`config.mk`:
```
export PLATFORM = sky130hd
export DESIGN_NAME = activation_unit
export DESIGN_NICKNAME = d
export VERILOG_FILES = /design/src/rtl/act_pkg.sv /design/src/rtl/act_lane.sv /design/src/rtl/activation_unit.sv
export SDC_FILE = /design/constraint.sdc
export NUM_CORES = 2
export LEC_CHECK = 0
export BUFFER_PORTS_ARGS = -buffer_cell sky130_fd_sc_hd__buf_2
export CAP_MARGIN = 15
export CORE_MARGIN = 3
export CORE_UTILIZATION = 40
export CTS_CLUSTER_SIZE = 12
export DETAILED_ROUTE_END_ITERATION = 16
export PLACE_DENSITY = 0.56
export SETUP_SLACK_MARGIN = 0.5
export SKIP_LAST_GASP = 1
export SYNTH_ARGS = -nofsm -noshare
export SYNTH_HDL_FRONTEND = slang
export SYNTH_HIERARCHICAL = 1
export SYNTH_SLANG_ARGS = --single-unit
```
`constraint.sdc`:
```
create_clock -name clk -period 6.61 [get_ports clk]
set_input_delay 0.3305 -clock clk [delete_from_list [all_inputs] [get_ports clk]]
set_output_delay 0.3305 -clock clk [all_outputs]
set_load 0.02 [all_outputs]
```
`src/rtl/act_pkg.sv`:
```
// Shared definitions for the activation unit: mode encoding, segment classes,
// and piecewise-linear breakpoints/offsets expressed as functions of FRAC.
package act_pkg;

  typedef enum logic [1:0] {
    ACT_LRELU   = 2'b00,
    ACT_SIGMOID = 2'b01,
    ACT_TANH    = 2'b10,
    ACT_BYPASS  = 2'b11
  } act_mode_e;

  typedef enum logic [1:0] {
    SEG_LO  = 2'b00,
    SEG_MID = 2'b01,
    SEG_HI  = 2'b10
  } act_seg_e;

  function automatic int q_one(input int frac);
    return 1 << frac;
  endfunction

  function automatic int sig_bp1(input int frac);
    return 1 << frac;
  endfunction

  function automatic int sig_bp2(input int frac);
    return 3 << frac;
  endfunction

  function automatic int tanh_bp1(input int frac);
    return 1 << (frac - 1);
  endfunction

  function automatic int tanh_bp2(input int frac);
    return 3 << (frac - 1);
  endfunction

  function automatic int sig_off0(input int frac);
    return 1 << (frac - 1);
  endfunction

  // 0.625, floored when FRAC is too small to represent it exactly
  function automatic int sig_off1(input int frac);
    return (5 << frac) >> 3;
  endfunction

  function automatic int tanh_off(input int frac);
    return 1 << (frac - 2);
  endfunction

endpackage

```
`src/rtl/act_lane.sv`:
```
// One lane of the activation datapath: stage 1 classifies the input and forms
// the LReLU product, stage 2 evaluates the selected function and saturates.
module act_lane
  import act_pkg::*;
#(
  parameter int W    = 16,
  parameter int FRAC = 8
) (
  input  logic         clk,
  input  logic         rst_n,
  input  logic         en,
  input  logic [W-1:0] x,
  input  logic [1:0]   mode,
  input  logic [W-1:0] slope,
  output logic [W-1:0] y,
  output logic         sat
);

  localparam int W2 = 2 * W;
  localparam logic [W-1:0] SB1 = W'(sig_bp1(FRAC));
  localparam logic [W-1:0] SB2 = W'(sig_bp2(FRAC));
  localparam logic [W-1:0] TB1 = W'(tanh_bp1(FRAC));
  localparam logic [W-1:0] TB2 = W'(tanh_bp2(FRAC));
  localparam logic signed [W2-1:0] ONEW = W2'(q_one(FRAC));
  localparam logic signed [W2-1:0] SO0W = W2'(sig_off0(FRAC));
  localparam logic signed [W2-1:0] SO1W = W2'(sig_off1(FRAC));
  localparam logic signed [W2-1:0] TOW  = W2'(tanh_off(FRAC));
  localparam logic signed [W2-1:0] MAXV = {{(W+1){1'b0}}, {(W-1){1'b1}}};
  localparam logic signed [W2-1:0] MINV = {{(W+1){1'b1}}, {(W-1){1'b0}}};

  function automatic logic [W-1:0] sat_w(input logic signed [W2-1:0] v);
    if (v > MAXV)      return MAXV[W-1:0];
    else if (v < MINV) return MINV[W-1:0];
    else               return v[W-1:0];
  endfunction

  function automatic logic sat_hit(input logic signed [W2-1:0] v);
    return (v > MAXV) || (v < MINV);
  endfunction

  logic signed [W2-1:0] xw_c, sw_c, prod_full, prod_c;
  logic                 x_min;
  logic [W-1:0]         u_c;
  act_seg_e             seg_c;

  assign xw_c      = $signed({{W{x[W-1]}}, x});
  assign sw_c      = $signed({{W{slope[W-1]}}, slope});
  assign prod_full = xw_c * sw_c;
  assign prod_c    = prod_full >>> FRAC;
  assign x_min     = (x == MINV[W-1:0]);
  // |most-negative| is not representable, so it clamps to the positive limit
  assign u_c = x_min ? MAXV[W-1:0] : (x[W-1] ? (~x + {{(W-1){1'b0}}, 1'b1}) : x);

  always_comb begin
    seg_c = SEG_LO;
    case (act_mode_e'(mode))
      ACT_SIGMOID: begin
        if (u_c >= SB2)      seg_c = SEG_HI;
        else if (u_c >= SB1) seg_c = SEG_MID;
      end
      ACT_TANH: begin
        if (u_c >= TB2)      seg_c = SEG_HI;
        else if (u_c >= TB1) seg_c = SEG_MID;
      end
      default: seg_c = SEG_LO;
    endcase
  end

  // stage 1: classify input, capture |x|, sign and LReLU product
  logic [W-1:0]         x_p1, u_p1;
  logic                 neg_p1, pos_p1, abssat_p1;
  act_seg_e             seg_p1;
  act_mode_e            mode_p1;
  logic signed [W2-1:0] prod_p1;

  always_ff @(posedge clk) begin
    if (!rst_n) begin
      x_p1      <= '0;
      u_p1      <= '0;
      neg_p1    <= 1'b0;
      pos_p1    <= 1'b0;
      abssat_p1 <= 1'b0;
      seg_p1    <= SEG_LO;
      mode_p1   <= ACT_LRELU;
      prod_p1   <= '0;
    end else if (en) begin
      x_p1      <= x;
      u_p1      <= u_c;
      neg_p1    <= x[W-1];
      pos_p1    <= !x[W-1] && (x != '0);
      abssat_p1 <= x_min;
      seg_p1    <= seg_c;
      mode_p1   <= act_mode_e'(mode);
      prod_p1   <= prod_c;
    end
  end

  logic signed [W2-1:0] uw, xw_p1, f_c, r_c;
  logic                 flag_c;

  assign uw    = $signed({{W{1'b0}}, u_p1});
  assign xw_p1 = $signed({{W{x_p1[W-1]}}, x_p1});

  always_comb begin
    f_c    = '0;
    r_c    = xw_p1;
    flag_c = 1'b0;
    case (mode_p1)
      ACT_LRELU: r_c = pos_p1 ? xw_p1 : prod_p1;
      ACT_SIGMOID: begin
        case (seg_p1)
          SEG_LO:  f_c = (uw >>> 2) + SO0W;
          SEG_MID: f_c = (uw >>> 3) + SO1W;
          default: f_c = ONEW;
        endcase
        r_c    = neg_p1 ? (ONEW - f_c) : f_c;
        flag_c = abssat_p1;
      end
      ACT_TANH: begin
        case (seg_p1)
          SEG_LO:  f_c = uw;
          SEG_MID: f_c = (uw >>> 1) + TOW;
          default: f_c = ONEW;
        endcase
        r_c    = neg_p1 ? -f_c : f_c;
        flag_c = abssat_p1;
      end
      default: r_c = xw_p1;
    endcase
  end

  // stage 2: saturated result and saturation flag
  logic [W-1:0] y_p2;
  logic         sat_p2;

  always_ff @(posedge clk) begin
    if (!rst_n) begin
      y_p2   <= '0;
      sat_p2 <= 1'b0;
    end else if (en) begin
      y_p2   <= sat_w(r_c);
      sat_p2 <= sat_hit(r_c) || flag_c;
    end
  end

  assign y   = y_p2;
  assign sat = sat_p2;

endmodule

```
`src/rtl/activation_unit.sv`:
```
// Multi-lane activation unit with a shared valid/ready handshake and 2-cycle latency.
// Optional saturation counter ports enabled by defining ACT_SAT_COUNT_EN.
module activation_unit
  import act_pkg::*;
#(
  parameter int W     = 16,
  parameter int FRAC  = 8,
  parameter int LANES = 4
) (
  input  logic                 clk,
  input  logic                 rst_n,
  input  logic                 in_valid,
  output logic                 in_ready,
  input  logic [LANES*W-1:0]   in_data,
  input  logic [1:0]           in_mode,
  input  logic [W-1:0]         in_slope,
  output logic                 out_valid,
  input  logic                 out_ready,
  output logic [LANES*W-1:0]   out_data
`ifdef ACT_SAT_COUNT_EN
  ,
  input  logic                 sat_clr,
  output logic [15:0]          sat_cnt
`endif
);

  logic             vld_p1, vld_p2;
  logic             advance;
  logic [LANES-1:0] sat_lane;

  // whole pipeline moves together; a stalled output freezes every stage
  assign advance   = !vld_p2 || out_ready;
  assign in_ready  = rst_n && advance;
  assign out_valid = vld_p2;

  always_ff @(posedge clk) begin
    if (!rst_n) begin
      vld_p1 <= 1'b0;
      vld_p2 <= 1'b0;
    end else if (advance) begin
      vld_p1 <= in_valid;
      vld_p2 <= vld_p1;
    end
  end

  for (genvar g = 0; g < LANES; g++) begin : g_lane
    act_lane #(
      .W    (W),
      .FRAC (FRAC)
    ) u_lane (
      .clk   (clk),
      .rst_n (rst_n),
      .en    (advance),
      .x     (in_data[g*W +: W]),
      .mode  (in_mode),
      .slope (in_slope),
      .y     (out_data[g*W +: W]),
      .sat   (sat_lane[g])
    );
  end

`ifdef ACT_SAT_COUNT_EN
  always_ff @(posedge clk) begin
    if (!rst_n)
      sat_cnt <= '0;
    else if (sat_clr)
      sat_cnt <= '0;
    else if (vld_p2 && out_ready && (|sat_lane) && (sat_cnt != 16'hFFFF))
      sat_cnt <= sat_cnt + 16'd1;
  end
`else
  logic unused_sat;
  assign unused_sat = ^sat_lane;
`endif

endmodule

```
Yosys cells after proc, flatten, opt, wreduce, memory -nomap -nowiden
Cells that the tools add are included.
{"block": "op_classes", "n_addsub": 24, "mul": 4, "order_cmp": 24, "eq_ne": 12, "mux": 68, "bitwise_logic": 4, "reduce_logical": 20}
{"op": "2-to-1 mux 32 bit", "n": 20}
{"op": "case mux 32 bit (2 select lines)", "n": 8}
{"op": "case mux 32 bit (3 select lines)", "n": 4}
{"op": "2-to-1 mux 16 bit", "n": 16}
{"op": "greater-or-equal comparator 16 x 9 -> 1 bit (second input constant)", "n": 8}
{"op": "> comparator 32 x 16 -> 1 bit (second input constant)", "n": 4}
{"op": "< comparator 32 x 16 -> 1 bit (second input constant)", "n": 4}
{"op": "multiplier 16 x 16 -> 32 bit", "n": 4}
{"op": "negator 32 bit", "n": 4}
{"op": "subtractor 10 x 32 -> 32 bit (first input constant)", "n": 4}
{"op": "adder 15 x 7 -> 16 bit (second input constant)", "n": 4}
{"op": "adder 16 x 1 -> 16 bit (second input constant)", "n": 4}
{"op": "== test 16 bit (second input constant)", "n": 4}
{"op": "greater-or-equal comparator 16 x 10 -> 1 bit (second input constant)", "n": 4}
{"op": "greater-or-equal comparator 16 x 8 -> 1 bit (second input constant)", "n": 4}
{"op": "NOT 16 bit", "n": 4}
{"op": "nonzero test 16 bit", "n": 4}
{"op": "adder 14 x 8 -> 15 bit (second input constant)", "n": 4}
{"op": "adder 13 x 8 -> 14 bit (second input constant)", "n": 4}
{"op": "2-to-1 mux 2 bit", "n": 8}
{"op": "case mux 2 bit (2 select lines)", "n": 4}
{"op": "== test 2 x 1 -> 1 bit (second input constant)", "n": 6}
{"op": "zero test 2 bit", "n": 5}
{"op": "2-to-1 mux 1 bit", "n": 8}
{"op": "4 further kinds", "n": 13}
{"block": "word_totals", "register_bits": 308, "in_bits": 86, "output_inout_bits": 66, "word_cells": 187}

Logic depth before layout (Yosys ltp)
{"block": "logic_depth", "word_depth": 9, "mapped_depth": 26, "mapped_depth_nobuf": 23}

Hierarchy
The synthesis kept the hierarchy.
{"mod": "act_lane at g_lane[1].u_lane", "instances": 1, "cells_each": 1772, "area_each_um2": 15383.5, "seq_area_each_um2": 1581.5}
{"mod": "act_lane at g_lane[2].u_lane", "instances": 1, "cells_each": 1766, "area_each_um2": 15284.7, "seq_area_each_um2": 1581.5}
{"mod": "act_lane at g_lane[3].u_lane", "instances": 1, "cells_each": 1795, "area_each_um2": 15197.1, "seq_area_each_um2": 1581.5}
{"mod": "act_lane at g_lane[0].u_lane", "instances": 1, "cells_each": 1778, "area_each_um2": 15125.8, "seq_area_each_um2": 1581.5}
{"mod": "activation_unit", "instances": 1, "cells_each": 9, "area_each_um2": 88.8, "seq_area_each_um2": 40.0}

Worst setup path after synthesis
No wires, ideal clock.
{"block": "synth_timing", "path_kind": "input -> register", "start": "in in_data[31]", "end": "reg g_lane[1].u_lane/prod_p1[23] (netlist name)", "setup_time_ns": 0.074, "arrival_ns": 6.873, "required_ns": 6.536, "path_slack_ns": -0.337, "cell_stages": 25, "n_path_buf": 3, "path_cell_list": "clkbuf_1 > buf_1 > clkbuf_1 > nand2_1 > inv_1 > fa_1 > fa_1 > inv_1 > fa_1 > fa_1 > inv_1 > fa_1 > inv_1 > fa_1 > inv_1 > ha_1 > o21a_1 > o21ai_0 > nand2b_1 > a21oi_1 > a221oi_1 > nand3_1 > a21boi_0 > or3b_2 > a31oi_1"}
{"block": "synth_via", "elab_chain_len": 1}
{"element": "start, declared", "line_no": "activation_unit.sv:14", "rtl": "input logic [LANES*W-1:0] in_data,"}
{"element": "multiplier 16 x 16 -> 32 bit", "line_no": "act_lane.sv:48", "rtl": "assign prod_full = xw_c * sw_c;"}
No other way between the ends.
A chain may end at the register's enable or synchronous reset.

Worst setup path in the final report
{"block": "layout_timing", "start": "in in_slope[6]", "end": "reg g_lane[2].u_lane.prod_p1[22]"}
{"block": "layout_via", "elab_chain_len": 1}
{"element": "start, declared", "line_no": "activation_unit.sv:16", "rtl": "input logic [W-1:0] in_slope,"}
{"element": "multiplier 16 x 16 -> 32 bit", "line_no": "act_lane.sv:48"}
{"element": "end signal, assigned", "line_no": "act_lane.sv:94", "rtl": "prod_p1 <= prod_c;"}
{"element": "end, declared", "line_no": "act_lane.sv:74", "rtl": "logic signed [W2-1:0] prod_p1;"}
No other way between the ends.

==> flow_summary.toml <==
[outcome]
status = "finished clean"

[cells_and_area]
final_common_cell = "inv_1"
multi_input_area_um2 = 48210
nets = 8602
drive_gt1_frac = 0.09595
nFillCells = 15060
fin_cells = 9155
area_growth_syn_to_layout_pct = 9.248
register_area_um2 = 6206
final_core_util = 0.4418
layout_common_cells = "1294 x inv_1, 1037 x fa_1, 832 x nand2_1, 407 x and2_1, 368 x ha_1"

[placed_design]
gp_congestion = 0.8787
post-dp-hpwl_um = 136400
place_ws_ps = -50.91
port-buffer-count = 151
dpl.cell_count = 9046

[drt]
drt-total-wl_um = 177100
dr_total_vias = 48380
wl_per_cell_um = 19.35
vias_per_cell = 5.285
ant_nets = 0
drt_iter0_drc = 3162
dr.pass1.iters = 7
drc = 0

[global_routing]
grt_pass1_vias = 50110
grt_overflow = 0
grt_pass1_wl_um = 280200
grt_max_degree = 88
grt_util_all_layers = 0.2235
antenna_found_initial = 16

[clocking]
cts_sinks = 310
clk_latency_ps = 610
cts_buffers = 42
root_buffer = "clkbuf_16"
clockBufferDepth = 3
path_clk_slew_ps = 60
cts_tree = "yes"
cts.htree.levels = 2

[worst_hold_path]
min_from = "out_ready"
min_path_type = "in2reg"

[timing]
fin_crit_ps = 5903
finalHoldViolations = 0
fmax_ghz = 0.1694
holdWs_ps = 55.63
final-setup-viol-count = 0
tightestPinTransition_ps = 1030
rsz0062_at_grt = "true"
timing.final.crit_share = 0.8930
fin_worst_skew_ps = 18.91
setup_ws_ps = 707.3
slew_viol_final = 0
maxSlewHeadroom = 0.3119

[floorplanning]
initial_core_util = 0.4044
pin_count = 152
fp.dieW_um = 395.8
core_area_um2 = 150300
row_count = 142
dieHeight_um = 395.8
dieArea_um2 = 156700

[setup_path]
cp-end-kind = "register"
cp.arrival_ps = 6390
critical_path_class = "in2reg"
required_ps = 7090
cp_max_fo = 6
critPathLaunchType = "input pin"
r2r-start = "g_lane[0].u_lane/u_p1[10]$_SDFFE_PN0P_"
crit_start = "in_slope[6]"

[synth]
synth_area_um2 = 60790
netlist_instances = 7088
yosys_warnings = 6
synth_fp_nets = 8594
synth.avg_cell_area_um2 = 8.576

[job]
cap_viol_max_count = 0
-- cell type report --
| cell class | instances | share of cell area |
|---|---|---|
| clock buffers | 59 | 0.01926 |
| diodes | 10 | 0.0003768 |
| clock inverters | 18 | 0.003618 |
| inverters | 1307 | 0.07405 |
| repair buffers | 378 | 0.04526 |
| flip-flops and latches | 310 | 0.09345 |
| multi-input cells | 5057 | 0.7260 |
| well taps | 2016 | 0.03798 |
-- worst paths after layout --
check	endpoint	slack, ps	depth (start not counted)
setup / recovery	g_lane[2].u_lane/prod_p1[22]$_SDFFE_PN0P_	710	24
hold / removal	vld_p1$_SDFFE_PN0P_	60	3
setup reg to reg	g_lane[0].u_lane/y[13]$_SDFFE_PN0P_	1720	16
hold reg to reg	vld_p1$_SDFFE_PN0P_	470	2
-- sequential cells by signal, indices dropped and copies added (netlist names) --
| register | flops |
|---|---|
| g_lane.u_lane/x_p1 | 64 |
| g_lane.u_lane/prod_p1 | 96 |
| g_lane.u_lane/pos_p1 | 4 |
| g_lane.u_lane/u_p1 | 64 |
| g_lane.u_lane/seg_p1 | 8 |
| g_lane.u_lane/y | 64 |
| out_valid | 1 |
| vld_p1 | 1 |
| g_lane.u_lane/mode_p1 | 8 |
-- repair_timing --
action / in CTS / in global routing
setup endpoints to repair: 0 / 29
resized for setup: 0 / 36
hold buffers: 1 / 0
buffers inserted: 0 / 13
endpoints found under the hold margin: 1 / 0
-- per-layer routing --
| metal | wire (um) | global-route usage | vias up |
|---|---|---|---|
| met5 | 13 | 0 | - |
| met4 | 5038 | 0.06083 | 2 |
| met3 | 8980 | 0.02497 | 232 |
| met2 | 84690 | 0.3768 | 1212 |
| met1 | 78390 | 0.3043 | 24440 |
| li1 | - | - | 22500 |
-- stage by stage --
stage | setup TNS [ps] | instance area (um^2)
3_5_place_dp | -75.30 | 64370
3_3_place_gp | 0 | 64370
6_report | 0 | 66410
5_1_grt | 0 | 66400
4_1_cts | 0 | 65900
2_1_floorplan | 0 | 61100
-- worst max-delay path, stage by stage --
cell       delay (ps)
buf_12            120
buf_16            170
clkbuf_16         190
buf_6             120
nand2_1            70
fa_1              540
inv_1              50
fa_1              560
fa_1              450
fa_2              490
fa_1              550
inv_1              60
fa_1              530
inv_1              70
ha_4              270
and3_4            200
nand2_1            50
o21a_1            210
nand4b_1          210
or3_4             380
a31oi_4           200
o21ai_2           100
and4_1            200
a211o_1           220
Power is left out: the tool's default activity adds up to more than one toggle a clock period on the data nets, which glitch-free logic cannot reach.
